[config.mk]
export PLATFORM = sky130hd
export DESIGN_NAME = keypad_scanner
export DESIGN_NICKNAME = d
export VERILOG_FILES = /design/src/rtl/keypad_scanner.sv
export SDC_FILE = /design/constraint.sdc
export NUM_CORES = 1
export LEC_CHECK = 0
export BUFFER_PORTS_ARGS = -buffer_cell sky130_fd_sc_hd__buf_2
export CELL_PAD_IN_SITES_DETAIL_PLACEMENT = 1
export CELL_PAD_IN_SITES_GLOBAL_PLACEMENT = 2
export CORE_ASPECT_RATIO = 1.5
export CORE_MARGIN = 8
export CORE_UTILIZATION = 25
export DETAILED_ROUTE_END_ITERATION = 8
export PLACE_DENSITY_LB_ADDON = 0.1
export SLEW_MARGIN = 20
export SYNTH_ARGS = -nofsm -noshare
export SYNTH_HDL_FRONTEND = slang
export SYNTH_SLANG_ARGS = --single-unit
[constraint.sdc]
create_clock -name clk -period 9.2 [get_ports clk]
set_input_delay 0 -clock clk [delete_from_list [all_inputs] [get_ports clk]]
set_output_delay 0 -clock clk [all_outputs]
set_load 0.05 [all_outputs]
[src/rtl/keypad_scanner.sv]
// -----------------------------------------------------------------------------
// keypad_scanner
//   Scans a 4x4 matrix keypad one active-low column at a time, samples the
//   active-low rows, debounces whole-keypad scan results and delivers one
//   4-bit key code per press over a valid/ready handshake.
//
// Ports
//   clk        in   system clock, all logic on posedge
//   rst_n      in   asynchronous active-low reset
//   row_in     in   [3:0] keypad rows, active-low, asynchronous to clk
//   col_out    out  [3:0] column drive, active-low one-hot
//   key_code   out  [3:0] {row_idx, col_idx} of the last delivered press
//   key_valid  out  key_code holds an event not yet taken by the consumer
//   key_ready  in   consumer accepts the event
//   key_held   out  debounced state is exactly one key down
//   overrun    out  one-cycle pulse when a press event had to be dropped
// -----------------------------------------------------------------------------
module keypad_scanner #(
  parameter int SCAN_DIV       = 50000,
  parameter int DEBOUNCE_SCANS = 4
) (
  input  logic       clk,
  input  logic       rst_n,
  input  logic [3:0] row_in,
  output logic [3:0] col_out,
  output logic [3:0] key_code,
  output logic       key_valid,
  input  logic       key_ready,
  output logic       key_held,
  output logic       overrun
);

  localparam int                DIV_W    = $clog2(SCAN_DIV);
  localparam logic [DIV_W-1:0]  DIV_LAST = DIV_W'(SCAN_DIV - 1);
  localparam int                CNT_W    = $clog2(DEBOUNCE_SCANS + 1);
  localparam logic [CNT_W-1:0]  CNT_MAX  = CNT_W'(DEBOUNCE_SCANS);

  typedef enum logic [1:0] {CLS_NONE = 2'd0, CLS_SINGLE = 2'd1, CLS_MULTI = 2'd2} cls_t;
  typedef enum logic {S_IDLE = 1'b0, S_HELD = 1'b1} state_t;

  // Two-flop synchroniser; idle rows read as all ones (pulled up).
  logic [3:0] r_row_s1, r_row_s2;

  always_ff @(posedge clk or negedge rst_n) begin
    if (!rst_n) begin
      r_row_s1 <= 4'hF;
      r_row_s2 <= 4'hF;
    end else begin
      r_row_s1 <= row_in;
      r_row_s2 <= r_row_s1;
    end
  end

  // Column scan. r_keys accumulates the pressed keys of columns already
  // sampled in the current scan; column 3 is merged combinationally so the
  // classification is available on the scan's final cycle.
  logic [DIV_W-1:0] r_div;
  logic [1:0]       r_col;
  logic [15:0]      r_keys;
  logic             w_col_last;
  logic             w_scan_end;
  logic [15:0]      w_col_hits;
  logic [15:0]      w_scan_keys;

  assign w_col_last = (r_div == DIV_LAST);
  assign w_scan_end = w_col_last && (r_col == 2'd3);
  assign col_out    = ~(4'b0001 << r_col);

  always_comb begin
    w_col_hits = '0;
    for (int r = 0; r < 4; r++) begin
      w_col_hits[{2'(r), r_col}] = ~r_row_s2[r];
    end
    w_scan_keys = r_keys | w_col_hits;
  end

  always_ff @(posedge clk or negedge rst_n) begin
    if (!rst_n) begin
      r_div  <= '0;
      r_col  <= 2'd0;
      r_keys <= '0;
    end else if (w_col_last) begin
      r_div  <= '0;
      r_col  <= r_col + 2'd1;
      r_keys <= w_scan_end ? '0 : w_scan_keys;
    end else begin
      r_div  <= r_div + 1'b1;
    end
  end

  // Classification of the completed scan. Code is forced to 0 unless
  // exactly one key is down so candidates compare cleanly.
  cls_t       w_cls;
  logic [3:0] w_cls_code;
  logic [4:0] w_ones;
  logic [3:0] w_last_idx;

  always_comb begin
    w_ones     = '0;
    w_last_idx = '0;
    for (int k = 0; k < 16; k++) begin
      if (w_scan_keys[k]) begin
        w_ones     = w_ones + 5'd1;
        w_last_idx = 4'(k);
      end
    end
    if (w_ones == 5'd0) begin
      w_cls      = CLS_NONE;
      w_cls_code = 4'd0;
    end else if (w_ones == 5'd1) begin
      w_cls      = CLS_SINGLE;
      w_cls_code = w_last_idx;
    end else begin
      w_cls      = CLS_MULTI;
      w_cls_code = 4'd0;
    end
  end

  // Debounce: count consecutive identical scans. MULTI pins the count at 0
  // so a chord can never become the stable state.
  cls_t             r_prev_cls;
  logic [3:0]       r_prev_code;
  logic [CNT_W-1:0] r_cnt;
  logic [CNT_W-1:0] w_cnt_next;
  logic             w_stable_load;

  always_comb begin
    if (w_cls == CLS_MULTI) begin
      w_cnt_next = '0;
    end else if ((w_cls == r_prev_cls) && (w_cls_code == r_prev_code)) begin
      w_cnt_next = (r_cnt == CNT_MAX) ? r_cnt : r_cnt + 1'b1;
    end else begin
      w_cnt_next = CNT_W'(1);
    end
    w_stable_load = w_scan_end && (w_cnt_next == CNT_MAX);
  end

  always_ff @(posedge clk or negedge rst_n) begin
    if (!rst_n) begin
      r_prev_cls  <= CLS_NONE;
      r_prev_code <= 4'd0;
      r_cnt       <= '0;
    end else if (w_scan_end) begin
      r_prev_cls  <= w_cls;
      r_prev_code <= w_cls_code;
      r_cnt       <= w_cnt_next;
    end
  end

  // Stable-state FSM. The state register is the debounced stable value:
  // IDLE = NONE, HELD = SINGLE(r_held_code). A press event fires on entry
  // to HELD or on a change of the held key.
  state_t     r_state, w_state_next;
  logic [3:0] r_held_code, w_held_code_next;
  logic       w_event;
  logic       r_event;
  logic [3:0] r_event_code;

  always_ff @(posedge clk or negedge rst_n) begin
    if (!rst_n) begin
      r_state      <= S_IDLE;
      r_held_code  <= 4'd0;
      r_event      <= 1'b0;
      r_event_code <= 4'd0;
    end else begin
      r_state      <= w_state_next;
      r_held_code  <= w_held_code_next;
      r_event      <= w_event;
      r_event_code <= w_cls_code;
    end
  end

  always_comb begin
    w_state_next     = r_state;
    w_held_code_next = r_held_code;
    w_event          = 1'b0;
    if (w_stable_load) begin
      if (w_cls == CLS_SINGLE) begin
        w_state_next     = S_HELD;
        w_held_code_next = w_cls_code;
        w_event          = (r_state == S_IDLE) || (r_held_code != w_cls_code);
      end else begin
        w_state_next     = S_IDLE;
      end
    end
  end

  assign key_held = (r_state == S_HELD);

  // Handshake: a transfer happens on any edge where key_valid & key_ready.
  // key_valid rises only with a new code and stays high with key_code frozen
  // until that transfer; key_ready while key_valid is low has no effect. An
  // event arriving while the slot is full and not being emptied is dropped
  // and flagged by overrun; an event coinciding with a transfer refills it.
  logic r_key_valid;
  logic [3:0] r_key_code;
  logic r_overrun;
  logic w_xfer;

  assign w_xfer = r_key_valid && key_ready;

  always_ff @(posedge clk or negedge rst_n) begin
    if (!rst_n) begin
      r_key_valid <= 1'b0;
      r_key_code  <= 4'd0;
      r_overrun   <= 1'b0;
    end else if (r_event) begin
      if (!r_key_valid || w_xfer) begin
        r_key_code  <= r_event_code;
        r_key_valid <= 1'b1;
        r_overrun   <= 1'b0;
      end else begin
        r_overrun   <= 1'b1;
      end
    end else begin
      r_overrun <= 1'b0;
      if (w_xfer) begin
        r_key_valid <= 1'b0;
      end
    end
  end

  assign key_valid = r_key_valid;
  assign key_code  = r_key_code;
  assign overrun   = r_overrun;

endmodule

# Word level (Yosys, flattened, before mapping)
# Cells that the tools add are included.
# Widths: inputs -> output; s select.
# classes
reduce_logical,16
n_mux,59
add_sub_neg,18
eq_ne,11
bitwise_logic,8
shifts,1
n_lt_le_gt_ge,8
# op_table
operator,count
$add 5x1->5 const B,15
$mux 5,15
$mux 4,16
$bwmux 16,3
$mux 16,2
$add 16x1->16 const B,1
$and 16x4->16,1
$eq 16x16->1 const B,1
$or 16x16->16,1
$mux 1,14
$lt 4x5->1 const B,2
$mux 3,3
$demux 1 s2,4
$ge 4x1->1 const B,2
$logic_and 1x1->1,8
$eq 3x3->1 const B,2
$reduce_and 2->1,3
$eq 5x1->1 const B,1
$logic_not 5->1,1
$lt 2x5->1 const B,1
$lt 3x5->1 const B,1
$not 1->1,5
$eq 2x2->1 const B,2
$eq 4x4->1,1
14 further kinds,16
# totals
input_bits,7
out_inout_bits,11
ff_bits,67
elab_cells,136

# Longest topological paths before layout
# Gate-level depths: netlist of the first run.
# depth
ltp_word,50
ltp_mapped,57
depth_no_buf,56

# Least setup slack after synthesis of the first run
# Ideal clock, no wire load.
# synth_path
kind,flip-flop to flip-flop
startpoint,reg r_col[1]
endpoint,reg r_held_code[1]
setup_slack_ns,-0.924
n_path_buf,1
arrival_ns,9.996
required_time_ns,9.072
path_stages_with_launch,58
synth_period_minus_slack_ns,10.124
path_cell_list,dfrtp_1 inv_1 ha_1 buf_2 nor2b_1 nor2_1 ha_1 xnor2_1 ha_1 nor2_1 nor2_1 ha_1 o21ai_0 nand2_1 ha_1 o21ai_0 o21a_1 o21ai_0 [... 22 more ...] o21a_1 a31oi_1 inv_1 ha_1 nor2_1 a21oi_1 ha_1 nand2b_1 xor2_1 xnor2_1 xor2_1 nor2b_1 nand3_1 xor2_1 o21ai_1 or3_4 nor2_4 mux2_1
# synth_via
elab_chain_len,50
# synth_lines
element,line_no,rtl
"start, declared",58,logic [1:0] r_col;
"start signal, assigned",84,r_col <= r_col + 2'd1;
$lt 2x5->1 (not written as such) or $ge 2x1->1 (tied branches),72,"w_col_hits[{2'(r), r_col}] = ~r_row_s2[r];"
$logic_and 1x1->1 (not written as such),72,
$mux 1 (not written as such),72,
$demux 1 s2,72,
$and 16x4->16 (no line),-,
$bwmux 16 (3 in a row),72,
$or 16x16->16,74,w_scan_keys = r_keys | w_col_hits;
$mux 1,102,if (w_scan_keys[k]) begin
[... 32 more ...],-,
$mux 4 or $mux 2 (tied branches),107,if (w_ones == 5'd0) begin
$eq 4x4->1 or $eq 2x2->1 (tied branches),130,end else if ((w_cls == r_prev_cls) && (w_cls_code == r_prev_code)) begin
$logic_and 1x1->1,130,
$mux 3,130,
$mux 3,128,if (w_cls == CLS_MULTI) begin
$eq 3x3->1,135,w_stable_load = w_scan_end && (w_cnt_next == CNT_MAX);
$logic_and 1x1->1,135,
$reduce_and 2->1 (no line),-,
"end signal, assigned",167,r_held_code <= w_held_code_next;
"end, declared",154,"logic [3:0] r_held_code, w_held_code_next;"
# Parallel ways exist; a longest one is shown, timed or not.
# A chain may end at the register's enable or synchronous reset.

# Worst setup path after layout of the first run
# Same ends and word-level chain as after synthesis.

==> reports/qor.yml, run 1 <==
status:
  status: "finished, violations left"
  violations: "setup timing"
yosys:
  synth_edf_count: 0
  yosysMostFrequentCell: "nor2_1"
  synth_area_per_cell_um2: 9.016
  ys_types: 67
  synth_flop_cell: "dfrtp_1"
  synth_warnings: 0
  async_flop_share: 1.000
  synth-seq-area-share: 0.3563
  ys_top_cells_by_count: "nor2_1, dfrtp_1, nand2_1, xnor2_1, o21ai_0"
  synth_top_area_frac: 0.3119
  ys_ff_latch: 67
  synth_area_mm2: 0.004733
  syn_inst: 525
  synthesis.nets: 553
  synth_largest_area_cell: "dfrtp_1"
  ys_top_cells_by_area: "dfrtp_1, xnor2_1, ha_1"
floorplanning:
  die_x_um: 128.4
  die_y_um: 184.5
  core-area_mm2: 0.01855
  die_area_mm2: 0.02368
  initial_core_util: 0.2552
  num_io_pins: 18
  row_count: 61
clock_tree:
  cts_tree: "yes"
  worstSkewPairLatency_ns: 0.33
  cts_max_level: 3
  cts.clk_slew.worst_paths_ns: 0.06
  clock-sinks: 67
  clk_path_buf_depth: 2
  numCtsBuffers: 9
  cts_root_buf: "clkbuf_16"
routing:
  ant_nets: 0
  drc: 0
  num_vias: 4293
  drt_first_pass_iters: 5
  drt_wl_total_um: 15190
  viasPerCell: 4.712
  wl_per_cell_um: 16.68
  drtIter0Drc: 134
worst_setup_path:
  crit_fanout: 5
  path_buf_inv: 26
  slowest_stage: "or3_4"
  path_class: "flip-flop to flip-flop"
  cp_data_required_time_ns: 9.42
  start_kind: "flip-flop"
  cp_data_arrival_time_ns: 9.92
  worst_path_most_repeated_cell: "buf_4"
  endpoint_kind: "flip-flop"
  cp_top_family: "buffers and inverters"
  max_stage_delay_ns: 0.43
run:
  drv_cap: 0
pwr:
  finalPower_uw: 786.9
  p_per_area_mw_per_mm2: 118.0
  leakagePower_uw: 0.002832
  ir_drop_mv: 0.09171
layout:
  drive_gt1_frac: 0.3612
  n_fill_cell: 2107
  area_delta_synth_final_pct: 40.89
  nets: 682
  final_util: 0.3596
  stdcell_area_mm2: 0.006669
  antennaDiodeCount: 0
global_route:
  grt_pass1_wl_um: 24390
  grt_pass1_vias: 4634
  grt_max_degree: 68
  antenna_found_initial: 0
  overflow: 0
  gr-usage-all-layers: 0.1328
timing:
  setup-violations-final: 19
  fin_ws_ns: -0.5088
  grt_setup_unrepaired: "true"
  skew_ns: 0.01082
  fin_crit_ns: 9.709
  worst_pin_slew_ns: 0.9357
  hold_viol_final: 0
  fmax_mhz: 103.0
  finalMaxSlewViolations: 0
  period_share: 1.055
  max_slew_margin: 0.3762
hold_path:
  worstHoldPathType: "primary input to flip-flop"
placed_design:
  placement.io_buffers: 17
  place_congestion: 0.7415
  dp_hpwl_um: 11100
  dpl_worst_slack_ns: -0.7312
  place_area_mm2: 0.005662
[kinds of logic (layout without fill, tap and decap cells)]
group / after synthesis / in the layout / share of synthesized area
compound gates: 115 / 115 / 0.1573
xor+xnor: 72 / 72 / 0.1626
fa+ha+maj: 21 / 21 / 0.05551
buf+inv: 37 / 171 / 0.03198
flops: 67 / 67 / 0.3563
mux: 11 / 11 / 0.02511
simple gates: 202 / 202 / 0.2112
[where the power goes]
part	switching (uW)	leakage, uW	internal [uW]
registers	2.07	0.000893	299
logic	73.6	0.00181	70.1
clock network	132	0.000127	210
[layout by cell type, fill, tap and decap left out, types with 13 or more instances in the layout]
| cell | n |
|---|---|
| nand2_1 | 38 |
| xnor2_1 | 37 |
| dfrtp_1 | 59 |
| buf_2 | 17 |
| inv_1 | 16 |
| xor2_1 | 22 |
| o21ai_0 | 30 |
| a21oi_1 | 20 |
| nor3_1 | 13 |
| nor2_1 | 56 |
| buf_4 | 104 |
[path summary, 6_finish.rpt]
| check | cells past startpoint | from | to | slack (ns) |
|---|---|---|---|---|
| min in group asynchronous | 3 | rst_n | r_div[14]$_DFF_PN0_ | 0.42 |
| setup / recovery | 63 | r_col[1]$_DFFE_PN0N_ | r_held_code[1]$_DFFE_PN0P_ | -0.51 |
| max in group asynchronous | 3 | rst_n | r_keys[11]$_DFFE_PN0N_ | 8.21 |
| setup reg to reg | 63 | r_col[1]$_DFFE_PN0N_ | r_held_code[1]$_DFFE_PN0P_ | -0.51 |
| hold reg to reg | 0 | r_row_s1[3]$_DFF_PN1_ | r_row_s2[3]$_DFF_PN1_ | 0.36 |
| hold / removal | 2 | row_in[1] | r_row_s1[1]$_DFF_PN1_ | 0.31 |
[sequential cells by signal (all words and copies together), names as in the netlist]
register,count
r_cnt,3
r_event_code,4
r_prev_cls,2
key_held,1
r_prev_code,4
r_div,16
key_code,4
r_row_s2,4
r_event,1
r_row_s1,4
key_valid,1
overrun,1
r_held_code,4
r_col,2
r_keys,16
[layout make-up]
cell class / count / area (um^2) / area share
sequential: 67 / 1687 / 0.2529
inverter: 21 / 82.58 / 0.01238
tap: 252 / 315.3 / 0.04728
multi-input combinational: 421 / 3276 / 0.4912
timing repair buffer: 134 / 1012 / 0.1518
clock inverter: 6 / 67.56 / 0.01013
clock buffer: 10 / 229.0 / 0.03433
[metal layers]
layer / wire length [um] / part of all wire / up-vias / GRT usage
met2: 8351 / 0.55 / 42 / 0.2543
met1: 6203 / 0.41 / 2135 / 0.1406
met4: 388 / 0.026 / 0 / 0.05731
met5: 0 / 0 / - / 0
met3: 247 / 0.016 / 24 / 0.01707
li1: - / - / 2092 / -
[through the flow]
| step | hold WS [ns] | setup TNS [ns] | instances |
|---|---|---|---|
| after detailed placement | 0.1061 | -11.01 | 839 |
| after CTS | 0.2956 | -3.940 | 901 |
| final | 0.3065 | -7.057 | 911 |
| after floorplan | -0.2956 | -4.587 | 525 |
| after global routing | 0.3050 | -17.00 | 911 |
| after global placement | 0.1047 | -5.516 | 839 |
[timing repair]
item / in CTS / in global routing
pin swaps: 19 / 44
gates resized for setup: 17 / 36
endpoints found under the setup margin: 19 / 19
hold endpoints to repair: 65 / 0
setup buffers: 40 / 10
hold buffers: 6 / 0
[worst register-to-register path: cells and delay by family (launching register included)]
| kind | cells | cell delay, ns |
|---|---|---|
| buffers and inverters | 26 | 3.14 |
| adder cells (fa/ha/maj) | 9 | 2.18 |
| AND/OR/NAND/NOR | 14 | 1.78 |
| AO/OA/AOI/OAI | 8 | 0.95 |
| XOR/XNOR | 5 | 0.87 |
| flip-flops | 1 | 0.39 |
| multiplexers | 1 | 0.32 |
Power figures use the tool's default switching activity.
==> run 2, diff against run 1 <==
--- a/config.mk
+++ b/config.mk
@@ -12,6 +12,7 @@
 export CORE_MARGIN = 8
 export CORE_UTILIZATION = 25
 export DETAILED_ROUTE_END_ITERATION = 8
+export GPL_TIMING_DRIVEN = 0
 export PLACE_DENSITY_LB_ADDON = 0.1
 export SLEW_MARGIN = 20
 export SYNTH_ARGS = -nofsm -noshare
==> run 2 against run 1 <==
The run still ends with setup timing left. Global-route usage barely moved. Routed wire length down 1.5%. Sequential share of layout area increased by 0.64 points. Hold slack got worse by 0.15 ns. Total power is 0.32% lower. Non-clock buffer count is 33 lower. Worst setup slack got worse by 0.18 ns. Die area stayed put. Clock skew decreased by 0.0027 ns. Combinational power decreased by 4%. Critical path depth decreased by 9. Flip-flop and latch count unchanged. Critical path type unchanged. Largest power group unchanged. Highest routed layer unchanged.
==> reports/qor.yml, run 2 (synthesis results as in run 1) <==
layout:
  final_cell_mix: "buf_4, dfrtp_1, nor2_1"
  drive_gt1_frac: 0.3291
  antennaDiodeCount: 0
  largestRegisters: "r_div x16, r_keys x16"
  instances_no_fill: 878
  nets: 649
  n_fill_cell: 2113
  final_common_cell: "buf_4"
  area_delta_synth_final_pct: 37.43
routing:
  drt_first_pass_iters: 6
  num_vias: 4145
  viasPerCell: 4.721
  ant_nets: 0
  drc: 0
  wl_per_cell_um: 17.04
  drtIter0Drc: 109
  drt_wl_total_um: 14960
floorplanning:
  core-area_mm2: 0.01855
  die_area_mm2: 0.02368
  num_io_pins: 18
  initial_core_util: 0.2552
  die_x_um: 128.4
  die_y_um: 184.5
  row_count: 61
timing:
  finalMaxSlewViolations: 0
  fin_ws_ns: -0.6878
  setup-violations-final: 19
  worst_pin_slew_ns: 0.8633
  period_share: 1.075
  fin_crit_ns: 9.888
  hold_viol_final: 0
  skew_ns: 0.008144
  max_slew_margin: 0.4154
  fmax_mhz: 101.1
  grt_setup_unrepaired: "true"
worst_setup_path:
  endpoint_kind: "flip-flop"
  cp_top_family: "adder cells"
  r2r-end: "r_held_code[1]$_DFFE_PN0P_"
  crit_fanout: 6
  r2r_cells: 54
  path_class: "flip-flop to flip-flop"
  slowest_stage: "or3_4"
  worst_path_most_repeated_cell: "ha_4"
  path_buf_inv: 3
  cp_data_arrival_time_ns: 10.10
  r2r_slack_ns: -0.69
  cp.depth: 54
  reg2reg_from: "r_col[1]$_DFFE_PN0N_"
  cp_data_required_time_ns: 9.41
  max_stage_delay_ns: 0.43
  start_kind: "flip-flop"
status:
  violations: "setup timing"
  status: "finished, violations left"
pwr:
  p_per_area_mw_per_mm2: 120.6
  p_sw_uw: 204.9
  p_int_uw: 579.5
  leakagePower_uw: 0.002687
  pwr-share-comb: 0.176
  pwr-share-clk: 0.441
  ir_drop_mv: 0.1069
  seqPwrFrac: 0.383
  switching_share: 0.2612
placed_design:
  dpl_worst_slack_ns: -1.948
  place_inst: 795
  placement.io_buffers: 17
  place_congestion: 0.7437
  dp_hpwl_um: 10890
clock_tree:
  numCtsBuffers: 9
  worstSkewPairLatency_ns: 0.33
  clk_path_buf_depth: 2
  cts_root_buf: "clkbuf_16"
  clock-sinks: 67
  cts_max_level: 3
  cts.clk_slew.worst_paths_ns: 0.06
  cts_tree: "yes"
global_route:
  antenna_found_initial: 0
  gr-usage-all-layers: 0.1324
  grt_max_degree: 36
  grt_pass1_vias: 4663
  overflow: 0
  grt_pass1_wl_um: 24650
hold_path:
  worstHoldPathType: "primary input to asynchronous set/reset pin"
run:
  drv_cap: 0
==> run 2: changes by cell type in the layout (fill, tap and decap cells not counted), sizes merged <==
cell,change
buf,-44
clkbuf,+12
clkinv,+4
clkinvlp,-5
==> run 2: final cells by class <==
cell class | count | area, um^2 | area share
clock buffers | 11 | 242.7 | 0.03731
inverters | 21 | 82.58 | 0.01269
well taps | 252 | 315.3 | 0.04847
multi-input cells | 421 | 3401 | 0.5228
plain buffers | 14 | 71.32 | 0.01096
clock inverters | 5 | 53.80 | 0.008271
repair buffers | 87 | 651.9 | 0.1002
flip-flops and latches | 67 | 1687 | 0.2593
==> run 2: power by group through the flow <==
stage	clock network [uW]	logic [uW]	registers, uW
floorplan	0	65.1	306
global placement	0	89.2	306
detailed placement	0	91.3	306
CTS	358	119	301
global route	369	152	301
finish	346	138	301
==> run 2: timing repair <==
item / 4_1_cts / 5_1_grt
hold endpoints to repair: 38 / 0
endpoints found under the setup margin: 19 / 19
resized for setup: 41 / 27
hold buffers: 6 / 0
buffers inserted: 47 / 16
pin swaps: 33 / 32
==> run 2: metal layers <==
metal | vias up | part of all wire | wire [um] | global-route usage
met5 | - | 0 | 0 | 0
met4 | 0 | 0.018 | 272 | 0.04202
met3 | 15 | 0.014 | 209 | 0.01765
met2 | 31 | 0.55 | 8305 | 0.2558
met1 | 2076 | 0.41 | 6177 | 0.1432
li1 | 2023 | - | - | -
==> run 2: worst register-to-register path: cells and delay by family (launching register included) <==
| kind | cells | cell delay, ns |
|---|---|---|
| flops | 1 | 0.41 |
| compound gates | 16 | 2.09 |
| mux | 1 | 0.32 |
| simple gates | 17 | 2.34 |
| xor+xnor | 5 | 1.05 |
| buf+inv | 3 | 0.34 |
| fa+ha+maj | 12 | 3.23 |
==> run 2: how the worst max path moves through the flow <==
stage	end	slack (ns)	from
4_1_cts	r_held_code[1]$_DFFE_PN0P_	-0.70	r_col[0]$_DFFE_PN0N_
5_1_grt	r_prev_code[3]$_DFFE_PN0P_	-1.21	r_col[1]$_DFFE_PN0N_
3_5_place_dp	r_held_code[1]$_DFFE_PN0P_	-1.95	r_col[1]$_DFFE_PN0N_
6_report	r_held_code[1]$_DFFE_PN0P_	-0.69	r_col[1]$_DFFE_PN0N_
3_3_place_gp	r_held_code[1]$_DFFE_PN0P_	-1.83	r_col[1]$_DFFE_PN0N_
2_1_floorplan	r_held_code[1]$_DFFE_PN0P_	-0.49	r_col[1]$_DFFE_PN0N_
==> run 2: per-stage QoR <==
step | TNS [ns] | util | hold WS (ns) | instance area [um^2] | total power (uW)
finish | -11.04 | 0.3507 | 0.1601 | 6505 | 784.4
global route | -21.27 | 0.3507 | 0.2056 | 6505 | 821.8
CTS | -10.83 | 0.3356 | 0.1773 | 6223 | 777.1
detailed placement | -32.43 | 0.2864 | -0.01697 | 5311 | 397.7
global placement | -30.32 | 0.2852 | 0.1047 | 5289 | 395.5
floorplan | -4.587 | - | -0.2956 | 4888 | 370.6
